`src/rtl/stage_sequencer.sv`:
```
// stage_sequencer: multi-cycle stage strobe generator placed in front of the
// control unit. One instruction is split into five phases (IF, ID, ALU, MEM,
// RB) of PHASE_CYCLES clocks each. Each phase's strobe is high for the first
// cycle of that phase. An interrupt seen at the end of ID diverts the sequence
// into INT_WAIT until the handler acknowledges. A halt branch code seen at the
// end of ALU freezes the sequence in HALTED until the next start.
// Optional feature macro: SEQ_MEM_WAIT_EN. When it is defined, the MEM phase
// stretches until mem_ready is seen high.

module stage_sequencer #(
  parameter int PHASE_CYCLES = 2
) (
  input  logic       clk,
  input  logic       rst,
  input  logic       start,
  input  logic       interrupt,
  input  logic [2:0] branch_opcode,
  input  logic       int_ack,
  input  logic       mem_ready,
  output logic       IF_clk,
  output logic       ID_clk,
  output logic       ALU_clk,
  output logic       MEM_clk,
  output logic       RB_BR_clk,
  output logic [2:0] phase,
  output logic       busy,
  output logic       halted,
  output logic       int_req,
  output logic       instr_done
);

  typedef enum logic [1:0] {
    S_IDLE,
    S_RUN,
    S_INT_WAIT,
    S_HALTED
  } state_t;

  localparam logic [3:0] SUB_LAST = 4'(PHASE_CYCLES - 1);

  localparam logic [2:0] PH_IF   = 3'd0;
  localparam logic [2:0] PH_ID   = 3'd1;
  localparam logic [2:0] PH_ALU  = 3'd2;
  localparam logic [2:0] PH_MEM  = 3'd3;
  localparam logic [2:0] PH_RB   = 3'd4;
  localparam logic [2:0] PH_NONE = 3'd7;

  state_t     state_q, state_d;
  logic [2:0] phase_q, phase_d;
  logic [3:0] sub_q, sub_d;
  logic [4:0] strobe_q, strobe_d;
  logic       busy_q, busy_d;
  logic       halted_q, halted_d;
  logic       int_req_q, int_req_d;
  logic       instr_done_q, instr_done_d;

`ifndef SEQ_MEM_WAIT_EN
  logic unused_mem_ready;
  assign unused_mem_ready = mem_ready;
`endif

  // Next-state logic: sequencing, interrupt/halt diversion and the outputs
  // derived from the upcoming state so that every output leaves a flop.
  always_comb begin
    state_d  = state_q;
    phase_d  = phase_q;
    sub_d    = sub_q;

    case (state_q)
      S_IDLE, S_HALTED: begin
        if (start) begin
          state_d = S_RUN;
          phase_d = PH_IF;
          sub_d   = 4'd0;
        end
      end

      S_RUN: begin
        if (sub_q != SUB_LAST) begin
          sub_d = sub_q + 4'd1;
        end
`ifdef SEQ_MEM_WAIT_EN
        else if ((phase_q == PH_MEM) && !mem_ready) begin
          sub_d = sub_q;
        end
`endif
        else begin
          sub_d = 4'd0;
          case (phase_q)
            PH_IF:  phase_d = PH_ID;
            PH_ID: begin
              if (interrupt) begin
                state_d = S_INT_WAIT;
                phase_d = PH_ID;
              end else begin
                phase_d = PH_ALU;
              end
            end
            PH_ALU: begin
              if (branch_opcode == 3'b000) begin
                state_d = S_HALTED;
                phase_d = PH_NONE;
              end else begin
                phase_d = PH_MEM;
              end
            end
            PH_MEM: phase_d = PH_RB;
            PH_RB:  phase_d = PH_IF;
            default: phase_d = PH_IF;
          endcase
        end
      end

      S_INT_WAIT: begin
        if (int_ack) begin
          state_d = S_RUN;
          phase_d = PH_IF;
          sub_d   = 4'd0;
        end
      end

      default: begin
        state_d = S_IDLE;
        phase_d = PH_NONE;
        sub_d   = 4'd0;
      end
    endcase

    strobe_d = 5'b00000;
    if ((state_d == S_RUN) && (sub_d == 4'd0)) begin
      strobe_d = 5'b00001 << phase_d;
    end

    busy_d       = (state_d == S_RUN) || (state_d == S_INT_WAIT);
    halted_d     = (state_d == S_HALTED);
    int_req_d    = (state_d == S_INT_WAIT);
    instr_done_d = (state_d == S_RUN) && (phase_d == PH_RB) && (sub_d == SUB_LAST);
  end

  // State and output registers; reset clears every strobe without a clock.
  always_ff @(posedge clk or posedge rst) begin
    if (rst) begin
      state_q      <= S_IDLE;
      phase_q      <= PH_NONE;
      sub_q        <= 4'd0;
      strobe_q     <= 5'b00000;
      busy_q       <= 1'b0;
      halted_q     <= 1'b0;
      int_req_q    <= 1'b0;
      instr_done_q <= 1'b0;
    end else begin
      state_q      <= state_d;
      phase_q      <= phase_d;
      sub_q        <= sub_d;
      strobe_q     <= strobe_d;
      busy_q       <= busy_d;
      halted_q     <= halted_d;
      int_req_q    <= int_req_d;
      instr_done_q <= instr_done_d;
    end
  end

  assign IF_clk     = strobe_q[0];
  assign ID_clk     = strobe_q[1];
  assign ALU_clk    = strobe_q[2];
  assign MEM_clk    = strobe_q[3];
  assign RB_BR_clk  = strobe_q[4];
  assign phase      = phase_q;
  assign busy       = busy_q;
  assign halted     = halted_q;
  assign int_req    = int_req_q;
  assign instr_done = instr_done_q;

endmodule

```
`config.mk`:
```
export PLATFORM = sky130hd
export DESIGN_NAME = stage_sequencer
export DESIGN_NICKNAME = d
export VERILOG_FILES = /design/src/rtl/stage_sequencer.sv
export SDC_FILE = /design/constraint.sdc
export NUM_CORES = 1
export LEC_CHECK = 0
export CAP_MARGIN = 20
export CORE_UTILIZATION = 35
export DETAILED_ROUTE_END_ITERATION = 12
export PLACE_DENSITY = 0.61
export SETUP_SLACK_MARGIN = 0.1
export SYNTH_ARGS = -nofsm -noshare
export SYNTH_HDL_FRONTEND = slang
export SYNTH_SLANG_ARGS = --single-unit
```
`constraint.sdc`:
```
create_clock -name clk -period 2.55 [get_ports clk]
set_input_delay 0.51 -clock clk [delete_from_list [all_inputs] [get_ports clk]]
set_output_delay 0.51 -clock clk [all_outputs]
set_load 0.01 [all_outputs]
```
==> results by stage, run 1 <==
Logic synthesis:
- Counting flops with a built-in enable in the synthesized netlist gives 0.
- In this run the cell area of the synthesized design comes to 1070 um2.
- After synthesis, the cell types taking the most area are dfrtp_1, ha_1, dfstp_2.
- The commonest cells after synthesis are dfrtp_1, inv_1, nand2_1, ha_1, nor2_1.
- The mean instance size in the synthesized netlist is 10.8 um2.
- Of all flip-flops after synthesis, the portion carrying an async set or reset was 100%.
- The number of nets handed over by synthesis was between 100 and 150.
- Synthesis produced a netlist whose cell count is 99.
- The most frequent cell after synthesis is dfrtp_1.
- Synthesis inferred 18 register bits.
- Of the post-synthesis cell area, the dominant cell type holds about a third.
- The sequential cell area fraction in the yosys report is between 40% and 50%.
- The count of warnings emitted by yosys is 0.
- The number of different library cells in the post-synthesis netlist is 45.
- For this run, the leading register cell type out of synthesis is dfrtp_1.
- dfrtp_1 takes more of the synthesized area than any other cell.

Die:
- The total area inside the core boundary comes to around 2800 um2.
- The number of primary I/O pins is 21.
- The die is 57.2 um wide.
- The standard-cell row count is 19.
- The area of the die is between 3000 and 4000 um2.
- From bottom edge to top edge, the die measures 57.2 um.
- The initial cell density of the core is 37.7%.

Route:
- Dividing the detail-routed via count by the number of cells gives 5.31.
- The iteration count of the initial detailed-routing pass is 8.
- The post-route met1 wirelength is 1.14 mm.
- The final wirelength is 2.47 mm.
- Detailed routing placed a total of 67 um of wire on met3.
- The number of remaining DRC errors is 2.
- After the first detailed-routing iteration, the DRC count stood at 24.
- The wire length per cell after detailed routing is 14.6 um.
- Detailed routing placed a total of 1.21 mm of wire on met2.
- The detailed router placed about 900 vias in this run.
- The detailed router used layers up to and including met4.
- The antenna violation net count after detailed routing is 0.

Setup path:
- Across all register-to-register paths, the minimum setup slack is 10 ps.
- The worst setup path is captured at a flop.
- Data arrives at the worst endpoint at 2720 ps.
- The top fanout value on the critical path is 4.
- The category of the critical setup timing path is flop to flop.
- At the worst endpoint, the required time is 2730 ps.
- The worst setup path is launched from a flop.

Timing:
- The final setup violation count is 0.
- Across the routed clock network, the largest skew measured is a little under 6 ps.
- For the pin with the worst max-slew slack, the measured transition is 662 ps.
- The total count of max-transition violations in the final report is 0.
- The worst path in the final design needs a cycle of 2540 ps, including I/O delays and setup.
- The post-route clock period utilization is 99.6%.
- The highest clock frequency the design can meet is 394 MHz.
- The normalized max-slew margin is 55.8%.
- The count of final hold-check violations was 0.
- Setup repair after global routing could not meet its margin everywhere.

Global routing:
- The initial antenna violation count was 0.
- Entering global routing, the biggest net connects 19 pins.
- The overall fraction of global-route tracks in use is 15.8%.
- The global-route wire length before repair is a little under 4 mm.
- The total overflow left after global routing is 0.
- The via count of the first global-routing pass was 884.

Min path:
- The path class of the tightest hold or removal check is primary input to async pin.

Layout:
- The net count of the finished layout is 155.
- Relative to the synthesized area, the layout overhead comes to 44.0%.
- The number of filler instances in the final layout is 265.
- The repair_antennas step left the layout with diodes totalling 0.
- The post-route netlist has 43.5% of its cells at a drive strength greater than 1.
- Cells fill 54.3% of the core in the end.

Pwr:
- The highest ir drop seen on vdd is 574 uV.
- For this design the static power due to leakage is 0.000662 uW.
- For this design the ratio of total power to cell area is 1000 nW/um2.
- The power consumption is 1540 uW.

Place:
- The final estimated routing congestion in global placement is 0.807.
- The number of I/O port buffers is 19.
- Detailed placement finished with a half-perimeter wire length of 1.75 mm.

Clocking:
- Clock-pin slew was measured on the worst setup and hold paths at approximately 110 ps.
- Counting the buffers created by CTS gives 3.
- TritonCTS built the clock tree.
- The later pin in the worst-skew pair is clocked with a latency of ~300 ps.
- The worst-case clock buffer depth is 2.
- Clock tree synthesis selected as its root buffer the cell clkbuf_4.
- The cts-stage hold buffer count is 0.
- In this run the number of H-tree levels came out at 1.
- The total clock sinks is 18.

Status:
- The run finished, with violations left.
- The checks that failed: DRC.

Run:
- Max-cap violations in this run came to 0.
[registers in the layout, indices dropped and copies added (netlist names)]
register	cells
strobe_q	5
phase	3
int_req	1
halted	1
busy	1
instr_done	1
state_q	2
sub_q	4
[metrics by stage]
step	worst slack (ps)	hold slack, ps	TNS, ps	area (um2)	cells
2_1_floorplan	-25.9	446	-39.1	1070	99
3_3_place_gp	-575	589	-3070	1370	160
3_5_place_dp	-657	589	-3470	1370	160
4_1_cts	-129	613	-350	1470	166
5_1_grt	-118	637	-306	1540	169
6_report	10.4	588	0	1540	169
[metal layers]
layer | global-route usage (%) | vias to the layer above
met5 | 0 | -
met4 | 10.1 | 0
met3 | 0.907 | 4
met2 | 25.4 | 18
met1 | 21.0 | 435
li1 | - | 440
[placed cells by master (no fill, tap or decap), types with 2 or more instances in the layout]
| master | count |
|---|---|
| buf_4 | 18 |
| dfrtp_1 | 15 |
| clkdlybuf4s50_1 | 15 |
| inv_1 | 9 |
| nand2_1 | 7 |
| ha_1 | 5 |
| nor2_1 | 4 |
| or2b_2 | 3 |
| nand2b_1 | 3 |
| a31oi_1 | 3 |
| clkbuf_4 | 3 |
| dfstp_2 | 3 |
| or3_4 | 2 |
| nor3_1 | 2 |
| a21oi_2 | 2 |
| o21ai_0 | 2 |
| nor4_2 | 2 |
| ha_2 | 2 |
| buf_2 | 2 |
[layout make-up]
class	instances	area, um2	share of cell area (%)
multi-input combinational	69	653	42.5
tap	31	38.8	2.53
clock buffer	4	36.3	2.36
inverter	10	37.5	2.44
sequential	18	454	29.6
timing repair buffer	37	315	20.5
[report_power, final]
group | switching (uW) | leakage [uW] | total [uW] | internal (uW)
clock network | 90.0 | 0.0000210 | 177 | 87.1
registers | 36.5 | 0.000232 | 386 | 349
logic | 510 | 0.000409 | 974 | 465
total | 636 | 0.000662 | 1540 | 901
[cell families after synthesis]
group,synth area share (%)
buf+inv,5.87
fa+ha+maj,8.22
compound gates,21.2
flops,42.6
simple gates,22.1
[worst max-delay path: stages (launching register included)]
cell     delay, ps
dfstp_2        550
inv_2           40
or4b_4         520
o221a_4        300
o32a_1         310
ha_2           200
o31ai_4         50
a21oi_2         60
nand4_1        200
buf_4          160
nor3_2          30
[repair_timing]
item / CTS / global route
setup endpoints to repair: 6 / 6
resized for setup: 22 / 8
setup buffers: 2 / 5
pin swaps: 10 / 9
[final timing paths]
kind / start / to / cells after the start
max: phase[0]$_DFF_PP1_ / strobe_q[2]$_DFF_PP0_ / 10
min: rst / halted$_DFF_PP0_ / 2
max reg2reg: phase[0]$_DFF_PP1_ / strobe_q[2]$_DFF_PP0_ / 10
min reg2reg: sub_q[1]$_DFF_PP0_ / sub_q[1]$_DFF_PP0_ / 3
max in group asynchronous: rst / strobe_q[3]$_DFF_PP0_ / 2
min in group clk: sub_q[1]$_DFF_PP0_ / sub_q[1]$_DFF_PP0_ / 3
Note: power is estimated with default switching activity, not from simulation.
==> inputs of run 2 (changes only) <==
Settings changed: HOLD_SLACK_MARGIN set to 0.03.
==> results of run 2 <==
The final DEF is identical to that of run 1; final timing and power are the same.
==> inputs of run 3 (changes only) <==
--- a/config.mk
+++ b/config.mk
@@ -10,5 +10,5 @@
 export DETAILED_ROUTE_END_ITERATION = 12
 export HOLD_SLACK_MARGIN = 0.03
-export PLACE_DENSITY = 0.61
+export PLACE_DENSITY_LB_ADDON = 0.08
 export SETUP_SLACK_MARGIN = 0.1
 export SYNTH_ARGS = -nofsm -noshare
==> constraint.sdc (replaced) <==
create_clock -name clk -period 2.55 [get_ports clk]
set_input_delay 0.3825 -clock clk [delete_from_list [all_inputs] [get_ports clk]]
set_output_delay 0.3825 -clock clk [all_outputs]
set_load 0.01 [all_outputs]
==> run 3 against run 2 <==
  * The run still ends with DRC left
  * Maximum frequency grew 4.0%
  * Die area is the same
  * Power shrank 0.24%
  * Non-clock buffer count grew 4
  * Wire length shrank 1.5%
  * Via count grew 0.78%
  * Cell count grew 2.4%
  * Critical path depth grew 1
  * Utilization shrank 0.22 points
  * Critical path type is now primary input to flop
  * Critical endpoint unchanged
  * Highest routed layer unchanged
==> results by stage, run 3 (synthesis results as in run 1) <==
Status:
- The flow ran to the end, but the final reports show violations.
- The final reports fail on DRC.

Pwr:
- Cell internal power was estimated by the tool at 931 uW.
- The power consumption is 1530 uW.
- The clock share of power is between 10% and 20%.
- The leakage power total is 0.000664 uW.
- In this run the power density over the cells is 1000 nW/um2.
- Sequential cells account for between 20% and 30% of the total power.
- The combinational share of power is 63.7%.
- The switching power is 602 uW.
- The switching share of power is 39.3%.
- VDD sags by at most 662 uV.

Place:
- The half-perimeter wire length after detailed placement is 1.79 mm.
- The final estimated routing congestion in global placement is 0.851.
- The number of I/O port buffers is 19.
- Summing all placed instances gives a cell area of 1370 um2.

Clocking:
- The tree built by TritonCTS fans out to 18 sinks.
- The clock-pin slew reported for the worst setup and hold paths after clock tree synthesis is 100 ps.
- The clock insertion delay at the later pin of the skew report is 290 ps.
- The tree is rooted in a clkbuf_4.
- After clock tree synthesis, the flow added hold-fix buffers numbering 0.
- Buffers inserted during clock tree synthesis total 3.
- TritonCTS built the clock tree.
- The number of levels in the clock H-tree is 1.
- No sink is reached through more buffers than the 2 on the longest clock path.

Die:
- The die height is 57.2 um.
- In this run the count of I/O pins placed on the die edge is 21.
- The floorplan has 19 rows.
- The standard cell core area is 2830 um2.
- The die covers 3270 um2.
- From left edge to right edge, the die measures 57.2 um.
- The initial utilization of the core area, before any placement, comes to a little under two fifths.

Route:
- The count of vias placed by the detailed router is 904.
- Once detail routing completed, the nets flagged for antenna violations numbered 0.
- The detailed-route vias per instance is 5.23.
- The final wirelength is 2.43 mm.
- In the final routed layout, each cell accounts on average for 14.1 um.
- The iteration count of the initial detailed-routing pass is 8.
- The number of remaining DRC errors is 4.
- The number of DRC markers in iteration 0 is 22.

Setup path:
- Counting stages on the worst path, the most repeated cell is buf_4.
- Data on the critical path is required at its endpoint by 2720 ps.
- Traced cell by cell, the critical path runs through clkdlybuf4s50_1 -> or4b_4 -> o221a_4 -> o32a_1 -> ha_2 -> o31ai_2 -> a21oi_2 -> nand4_1 -> buf_4 -> buf_4 -> nor3_2.
- The top fanout value on the critical path is 3.
- The critical path's largest stage delay is about 500 ps.
- The worst register-to-register path has a setup slack of 110 ps.
- The category of the critical setup timing path is primary input to flop.
- The kind of cell adding the most delay to the critical path is buffers and inverters.
- For this design, the slowest cell found on the critical path is clkdlybuf4s50_1.
- Together, buffers and inverters on the worst path number 3.
- The startpoint type of the worst setup path is a primary input.
- The critical path capture point type is a flop.
- Data arrives at the worst endpoint at between 2000 and 3000 ps.

Timing:
- For the pin with the worst max-slew slack, the measured transition is 654 ps.
- The worst path in the final design needs a cycle of 2440 ps, including I/O delays and setup.
- Across all hold checks on the routed design, the worst slack comes to 466 ps.
- The total count of max-transition violations in the final report is 0.
- The normalized max-slew margin is 56.4%.
- The final worst clock skew is about 6.6 ps.
- Of the available clock period, the critical path in the final layout requires 95.7%.
- For this run, the top clock speed supported by timing is just over 400 MHz.
- Setup violations remaining at the end of the flow were counted as 0.
- Setup repair after global routing could not meet its margin everywhere.
- The count of final hold-check violations was 0.

Layout:
- The layout has 250 filler cells.
- The synthesis-to-layout area growth is 43.4%.
- In the final design database the tool counted ~160 nets.
- The most frequent standard cell in the layout excluding fill and tap cells is buf_4.
- The number of flip-flops in the largest register is 5.
- The fraction of final layout cells with drive strength greater than 1 is 43.0%.
- After routing the design area is 1530 um2.
- The antenna diode instance count is 0.
- In the layout the commonest cells are buf_4, clkdlybuf4s50_1, dfrtp_1.
- Ranked by flip-flop count, first place goes to strobe_q.

Global routing:
- For this run, the total global-route usage over all layers was measured as 16.8%.
- The initial antenna violation count came to 0.
- After global routing the overflow that remains totals 0.
- The first global-routing pass estimated 4.17 mm of wire.
- The via count of the first global-routing pass is 918.
- The pin count of the biggest net entering global routing is 19.

Run:
- The max-capacitance violation count is 0.

Min path:
- The tightest min-delay check is of the primary input to async pin type.
==> run 3: power groups by stage <==
stage	clock (uW)	combinational, uW	sequential [uW]
6_report	170	976	388
3_5_place_dp	0	794	390
5_1_grt	194	1070	395
2_1_floorplan	0	462	423
3_3_place_gp	0	789	390
4_1_cts	177	877	386
==> run 3: path summary, 6_finish.rpt <==
path | from | end | depth (start not counted)
setup / recovery | interrupt | strobe_q[2]$_DFF_PP0_ | 11
hold / removal | rst | halted$_DFF_PP0_ | 2
setup reg to reg | sub_q[1]$_DFF_PP0_ | strobe_q[2]$_DFF_PP0_ | 13
hold reg to reg | sub_q[1]$_DFF_PP0_ | sub_q[1]$_DFF_PP0_ | 3
max in group asynchronous | rst | state_q[0]$_DFF_PP0_ | 2
min in group clk | sub_q[1]$_DFF_PP0_ | sub_q[1]$_DFF_PP0_ | 3
==> run 3: cell type report <==
type / instances / area [um2] / area share (%)
well taps: 31 / 38.8 / 2.54
multi-input cells: 69 / 616 / 40.3
flip-flops and latches: 18 / 455 / 29.8
repair buffers: 41 / 345 / 22.6
clock buffers: 4 / 36.3 / 2.37
inverters: 10 / 37.5 / 2.45
==> run 3: what timing repair did <==
item	4_1_cts	5_1_grt
pin swaps	8	10
setup buffers	3	6
gates resized for setup	15	8
setup endpoints to repair	6	6
==> run 3: worst register-to-register path: stages (launching register included) <==
cell and delay [ps]:
dfrtp_1 390, inv_1 60, ha_2 160, or3b_4 410, nor2_4 120, o221a_4 190, o32a_1 160, ha_2 180
o31ai_2 60, a21oi_2 120, nand4_1 130, buf_4 160, buf_4 120, nor3_2 100
==> run 3: metrics by stage <==
step	util (%)	instances	setup TNS (ps)	worst slack, ps
floorplan	-	99	0	98.0
global placement	48.3	160	-2200	-448
detailed placement	48.3	160	-2360	-442
CTS	51.0	167	0	6.68
global route	54.0	173	-135	-62.0
finish	54.0	173	0	109
==> run 3: per-layer routing <==
layer | track usage (%) | vias up | share of wire, %
met1 | 21.8 | 430 | 46
li1 | - | 450 | -
met3 | 3.40 | 5 | 4.4
met4 | 7.67 | 0 | 1.6
met2 | 27.1 | 19 | 48
met5 | 0 | - | 0
